<file path="config.mk">
export PLATFORM = sky130hd
export DESIGN_NAME = weighted_window_accum
export DESIGN_NICKNAME = d
export VERILOG_FILES = /design/src/rtl/weighted_window_accum.sv
export SDC_FILE = /design/constraint.sdc
export NUM_CORES = 2
export LEC_CHECK = 0
export CORE_MARGIN = 2
export CORE_UTILIZATION = 30
export CTS_BUF_LIST = sky130_fd_sc_hd__clkbuf_8
export CTS_CLUSTER_DIAMETER = 100
export CTS_CLUSTER_SIZE = 10
export DETAILED_ROUTE_END_ITERATION = 10
export PLACE_DENSITY_LB_ADDON = 0.05
export SLEW_MARGIN = 20
export SYNTH_ARGS = -nofsm -noshare
export SYNTH_HDL_FRONTEND = slang
export SYNTH_SLANG_ARGS = --single-unit
</file>
<file path="constraint.sdc">
create_clock -name clk -period 8.1 [get_ports clk]
set_input_delay 2.43 -clock clk [delete_from_list [all_inputs] [get_ports clk]]
set_output_delay 2.43 -clock clk [all_outputs]
set_load 0.005 [all_outputs]
</file>
<file path="src/rtl/weighted_window_accum.sv">
// Weighted-window accumulator: sums data*weight and weight over a window, launches one
// divide per window and presents the weighted mean downstream with valid/ready.
module weighted_window_accum #(
   parameter int WINDOW = 16,
   parameter int CNT_W  = 16
) (
   input  logic             clk,
   input  logic             rstn,
   input  logic             in_valid,
   output logic             in_ready,
   input  logic [31:0]      in_data,
   input  logic [15:0]      in_weight,
   input  logic             flush,
   output logic             div_start,
   output logic [63:0]      div_num,
   output logic [31:0]      div_den,
   input  logic             div_done,
   input  logic [31:0]      div_result,
   output logic             out_valid,
   input  logic             out_ready,
   output logic [31:0]      out_mean,
   output logic             out_err,
   output logic [CNT_W-1:0] out_count
);

   typedef enum logic [1:0] {
      ST_ACCUM  = 2'd0,
      ST_LAUNCH = 2'd1,
      ST_WAIT   = 2'd2,
      ST_OUTPUT = 2'd3
   } state_t;

   localparam logic [CNT_W-1:0] WINDOW_C = CNT_W'(WINDOW);
   localparam logic [CNT_W-1:0] CNT_ZERO = {CNT_W{1'b0}};
   localparam logic [CNT_W-1:0] CNT_ONE  = {{(CNT_W-1){1'b0}}, 1'b1};

   function automatic logic [63:0] sat_add64(input logic [63:0] a, input logic [63:0] b);
      logic [64:0] sum;
      sum = {1'b0, a} + {1'b0, b};
      return sum[64] ? 64'hFFFF_FFFF_FFFF_FFFF : sum[63:0];
   endfunction

   function automatic logic [31:0] sat_add32(input logic [31:0] a, input logic [31:0] b);
      logic [32:0] sum;
      sum = {1'b0, a} + {1'b0, b};
      return sum[32] ? 32'hFFFF_FFFF : sum[31:0];
   endfunction

   state_t           state_r, next_state_s;
   logic [63:0]      acc_num_r, num_next_s;
   logic [31:0]      acc_den_r, den_next_s;
   logic [CNT_W-1:0] cnt_r, cnt_next_s;
   logic [47:0]      prod_s;
   logic             accept_s, close_s, take_done_s;
   logic             in_ready_r, div_start_r, out_valid_r, out_err_r, wait_armed_r;
   logic [63:0]      div_num_r;
   logic [31:0]      div_den_r, out_mean_r;
   logic [CNT_W-1:0] out_count_r;

   // Next-state decode, sample accept and window-close detection
   always_comb begin
      next_state_s = state_r;
      accept_s     = 1'b0;
      close_s      = 1'b0;
      take_done_s  = 1'b0;
      prod_s       = {16'h0000, in_data} * {32'h0000_0000, in_weight};
      num_next_s   = acc_num_r;
      den_next_s   = acc_den_r;
      cnt_next_s   = cnt_r;
      case (state_r)
         ST_ACCUM: begin
            accept_s = in_valid & in_ready_r;
            if (accept_s) begin
               num_next_s = sat_add64(acc_num_r, {16'h0000, prod_s});
               den_next_s = sat_add32(acc_den_r, {16'h0000, in_weight});
               cnt_next_s = cnt_r + CNT_ONE;
            end else begin
               cnt_next_s = cnt_r;
            end
            // a flush on an empty window is ignored; a flush with an accept includes the sample
            close_s = (accept_s && (cnt_next_s == WINDOW_C)) || (flush && (cnt_next_s != CNT_ZERO));
            if (close_s) begin
               next_state_s = (den_next_s == 32'h0000_0000) ? ST_OUTPUT : ST_LAUNCH;
            end else begin
               next_state_s = ST_ACCUM;
            end
         end
         ST_LAUNCH: next_state_s = ST_WAIT;
         ST_WAIT: begin
            // the first WAIT cycle still sees the previous operation's done level
            take_done_s = wait_armed_r & div_done;
            if (take_done_s) begin
               next_state_s = ST_OUTPUT;
            end else begin
               next_state_s = ST_WAIT;
            end
         end
         ST_OUTPUT: begin
            if (out_ready) begin
               next_state_s = ST_ACCUM;
            end else begin
               next_state_s = ST_OUTPUT;
            end
         end
         default: next_state_s = ST_ACCUM;
      endcase
   end

   // State register, accumulators and registered outputs
   always_ff @(posedge clk) begin
      if (!rstn) begin
         state_r      <= ST_ACCUM;
         acc_num_r    <= 64'h0;
         acc_den_r    <= 32'h0;
         cnt_r        <= CNT_ZERO;
         in_ready_r   <= 1'b0;
         div_start_r  <= 1'b0;
         out_valid_r  <= 1'b0;
         out_err_r    <= 1'b0;
         wait_armed_r <= 1'b0;
         div_num_r    <= 64'h0;
         div_den_r    <= 32'h0;
         out_mean_r   <= 32'h0;
         out_count_r  <= CNT_ZERO;
      end else begin
         state_r      <= next_state_s;
         in_ready_r   <= (next_state_s == ST_ACCUM);
         div_start_r  <= (next_state_s == ST_LAUNCH);
         out_valid_r  <= (next_state_s == ST_OUTPUT);
         wait_armed_r <= (state_r == ST_WAIT);
         if (close_s) begin
            div_num_r   <= num_next_s;
            div_den_r   <= den_next_s;
            out_count_r <= cnt_next_s;
            acc_num_r   <= 64'h0;
            acc_den_r   <= 32'h0;
            cnt_r       <= CNT_ZERO;
            if (den_next_s == 32'h0000_0000) begin
               out_mean_r <= 32'h0;
               out_err_r  <= 1'b1;
            end
         end else begin
            acc_num_r <= num_next_s;
            acc_den_r <= den_next_s;
            cnt_r     <= cnt_next_s;
         end
         if (take_done_s) begin
            out_mean_r <= div_result;
            out_err_r  <= 1'b0;
         end
      end
   end

   assign in_ready  = in_ready_r;
   assign div_start = div_start_r;
   assign div_num   = div_num_r;
   assign div_den   = div_den_r;
   assign out_valid = out_valid_r;
   assign out_mean  = out_mean_r;
   assign out_err   = out_err_r;
   assign out_count = out_count_r;

endmodule

</file>
==> impl_metrics.env <==
export IMPL_reg2regPathDepth=21
export IMPL_antenna_left=0
export IMPL_grt_usage_pct=22.77
export IMPL_fin_skew_ns=0.05673
export IMPL_yosysSeqAreaShare_pct=16.98
export IMPL_clk_pin_slew_ns=0.08
export IMPL_drive_above_1_share_pct=19.81
export IMPL_die_w_um=325.5
export IMPL_io_buffers=233
export IMPL_drc=0
export IMPL_dieArea_sq_um=105900
export IMPL_core_area_sq_um=102200
export IMPL_dr_wl_met3_um=4162
export IMPL_top_layer_used="met4"
export IMPL_area_growth_syn_to_layout_pct=33.40
export IMPL_ys_ff_latch=263
export IMPL_io_pins=234
export IMPL_worstHoldStart="div_num[1]"
export IMPL_wl_per_cell_um=21.76
export IMPL_start_util_pct=30.34
export IMPL_avgSynthCellArea_sq_um=8.246
export IMPL_hp_class="flop to flop"
export IMPL_post_synth_top_area_cell="fa_1"
export IMPL_fin_hold_ws_ns=0.4575
export IMPL_first_pass_iters=6
export IMPL_setup_tns_ns=0
export IMPL_holdBufCountCts=0
export IMPL_setup_ws_ns=0.04895
export IMPL_postSynthCellCount=3760
export IMPL_cts_tree="built"
export IMPL_crit_type="input port to flop"
export IMPL_dp_hpwl_um=89450
export IMPL_grt_max_degree=110
export IMPL_clkSinkCount=263
export IMPL_cp_max_fo=7
export IMPL_globalRoute_totalOverflow=0
export IMPL_synth_edf_count=0
export IMPL_rsz0062_at_grt="true"
export IMPL_r2r_start="acc_num_r[10]"
export IMPL_startpoint_type="input port"
export IMPL_antenna_found_initial=5
export IMPL_num_vias=27620
export IMPL_drt_iter0_drc=1617
export IMPL_cap_violations=0
export IMPL_clk_path_buf_depth=3
export IMPL_min_path_cells=2
export IMPL_routed_wl_um=122800
export IMPL_gp_congestion=0.8858
export IMPL_cts_buffers_inserted=30
export IMPL_wl_met2_um=60190
export IMPL_holdPathEnd="div_num[1]"
export IMPL_required_ns=8.63
export IMPL_yosysTopAreaCellShare_pct=30.15
export IMPL_r2r_setup_slack_ns=2.69
export IMPL_synth_distinct_cells=88
export IMPL_r2r_end="acc_num_r[57]"
export IMPL_fin_crit_sh_pct=99.40
export IMPL_netlist_area_sq_um=31000
export IMPL_status="completed"
export IMPL_synth_async_reset_ratio_pct=0
export IMPL_yosys_warnings=0
export IMPL_final_common_cell="inv_1"
export IMPL_wl_met1_um=54810
export IMPL_layout_min_cycle_time_ns=8.051
export IMPL_fin_nets=4966
export IMPL_cp_arrival_ns=8.58
export IMPL_via_per_inst=4.895
export IMPL_grt_pass1_wl_um=183800
export IMPL_hold_viol_final=0
export IMPL_rows=117
export IMPL_drv_slew=0
export IMPL_ctsHtreeMaxLevel=1
export IMPL_final_cell_mix="inv_1, nand2_1, fa_1, buf_4, dfxtp_1"
export IMPL_synth_area_leaders="fa_1, dfxtp_1, inv_1"
export IMPL_setup_violations=0
export IMPL_die_h_um=325.5
export IMPL_synth_ff_type="dfxtp_1"
export IMPL_relSlewSlack_pct=43.38
export IMPL_post_place_ws_ns=-1.178
export IMPL_syn_nets=4456
export IMPL_cts_root_buf="clkbuf_8"
export IMPL_timing_fmax_ghz=0.1242
export IMPL_cp_end_kind="flop"
export IMPL_tightestPinTransition_ns=0.8279
export IMPL_clk_latency_ns=0.71
export IMPL_grt_pass1_vias=28689
==> layout make-up <==
cell class              count  area (sq um)
clock inverters             2         23.77
diodes                      3         7.507
multi-input cells        2605         23970
repair buffers            712          7477
fillers                 10611         60820
flip-flops and latches    263          5265
clock buffers              31         426.7
well taps                1368          1712
inverters                 658          2472
==> flip-flops by register name, indices dropped and copies added, names as in the netlist <==
register / flops
cnt_r: 16
div_den: 32
div_start: 1
out_err: 1
out_valid: 1
out_count: 16
div_num: 64
acc_den_r: 32
out_mean: 32
state_r: 2
acc_num_r: 64
wait_armed_r: 1
in_ready: 1
==> synthesized netlist by cell type, types with 32 or more instances <==
library cell	n
o22ai_1	44
o211ai_1	33
fa_1	467
nand2_1	526
a211oi_1	41
o21ai_0	112
nor2_1	233
ha_1	143
inv_1	657
a32oi_1	32
nand3_1	53
clkbuf_1	188
nand4_1	33
nor3_1	60
xor2_1	40
o221ai_1	33
xnor2_1	50
dfxtp_1	263
a21oi_1	154
and2_1	214
==> how the worst max path moves through the flow <==
stage	from	end	slack, ns	depth (start not counted)
2_1_floorplan	in_weight[4]	div_num[62]	-0.05	24
3_3_place_gp	in_weight[10]	div_num[47]	-1.14	23
3_5_place_dp	in_weight[10]	div_num[21]	-1.18	23
4_1_cts	in_data[12]	div_num[32]	-0.01	26
5_1_grt	in_data[8]	div_num[35]	-0.11	25
6_report	in_weight[14]	div_num[35]	0.05	26
==> worst max-delay path: stages <==
cell and delay (ns):
clkbuf_2 0.10, buf_12 0.13, buf_4 0.15, buf_6 0.14
and2_1 0.15, fa_2 0.54, fa_2 0.43, fa_2 0.58
fa_2 0.46, fa_1 0.60, inv_2 0.05, fa_1 0.53
inv_2 0.05, ha_4 0.16, a21oi_2 0.14, nor2_1 0.06
a311o_1 0.35, a221oi_4 0.34, o211ai_4 0.18, a31oi_4 0.26
nor2_4 0.05, buf_12 0.15, buf_12 0.15, buf_6 0.12
o221ai_4 0.16, a21oi_1 0.09
==> through the flow <==
stage | area [sq um] | util [%] | cells
after floorplan | 31670 | - | 3760
after global placement | 37950 | 37.14 | 5491
after detailed placement | 37950 | 37.14 | 5491
after CTS | 40070 | 39.22 | 5598
after global routing | 41350 | 40.47 | 5640
final | 41360 | 40.48 | 5642
==> metal layers <==
| metal | vias up | global-route usage (%) |
|---|---|---|
| li1 | 13113 | - |
| met1 | 13814 | 29.98 |
| met2 | 554 | 39.01 |
| met3 | 139 | 2.701 |
| met4 | 0 | 6.782 |
| met5 | - | 0 |
==> cells by family after synthesis <==
family / share of synthesized area [%]
flip-flops: 16.98
XOR/XNOR: 2.542
AND/OR/NAND/NOR: 18.83
adder cells (fa/ha/maj): 35.93
buffers and inverters: 11.01
multiplexers: 0.6538
AO/OA/AOI/OAI: 14.05
==> repair_timing <==
action,4_1_cts,5_1_grt
pin swaps,78,164
buffers inserted,51,41
endpoints found under the setup margin,128,128
gates cloned,24,9
gates resized for setup,222,291
Power is not shown: default switching activity piles up to over one toggle a cycle in this logic, so the estimate is an artifact.
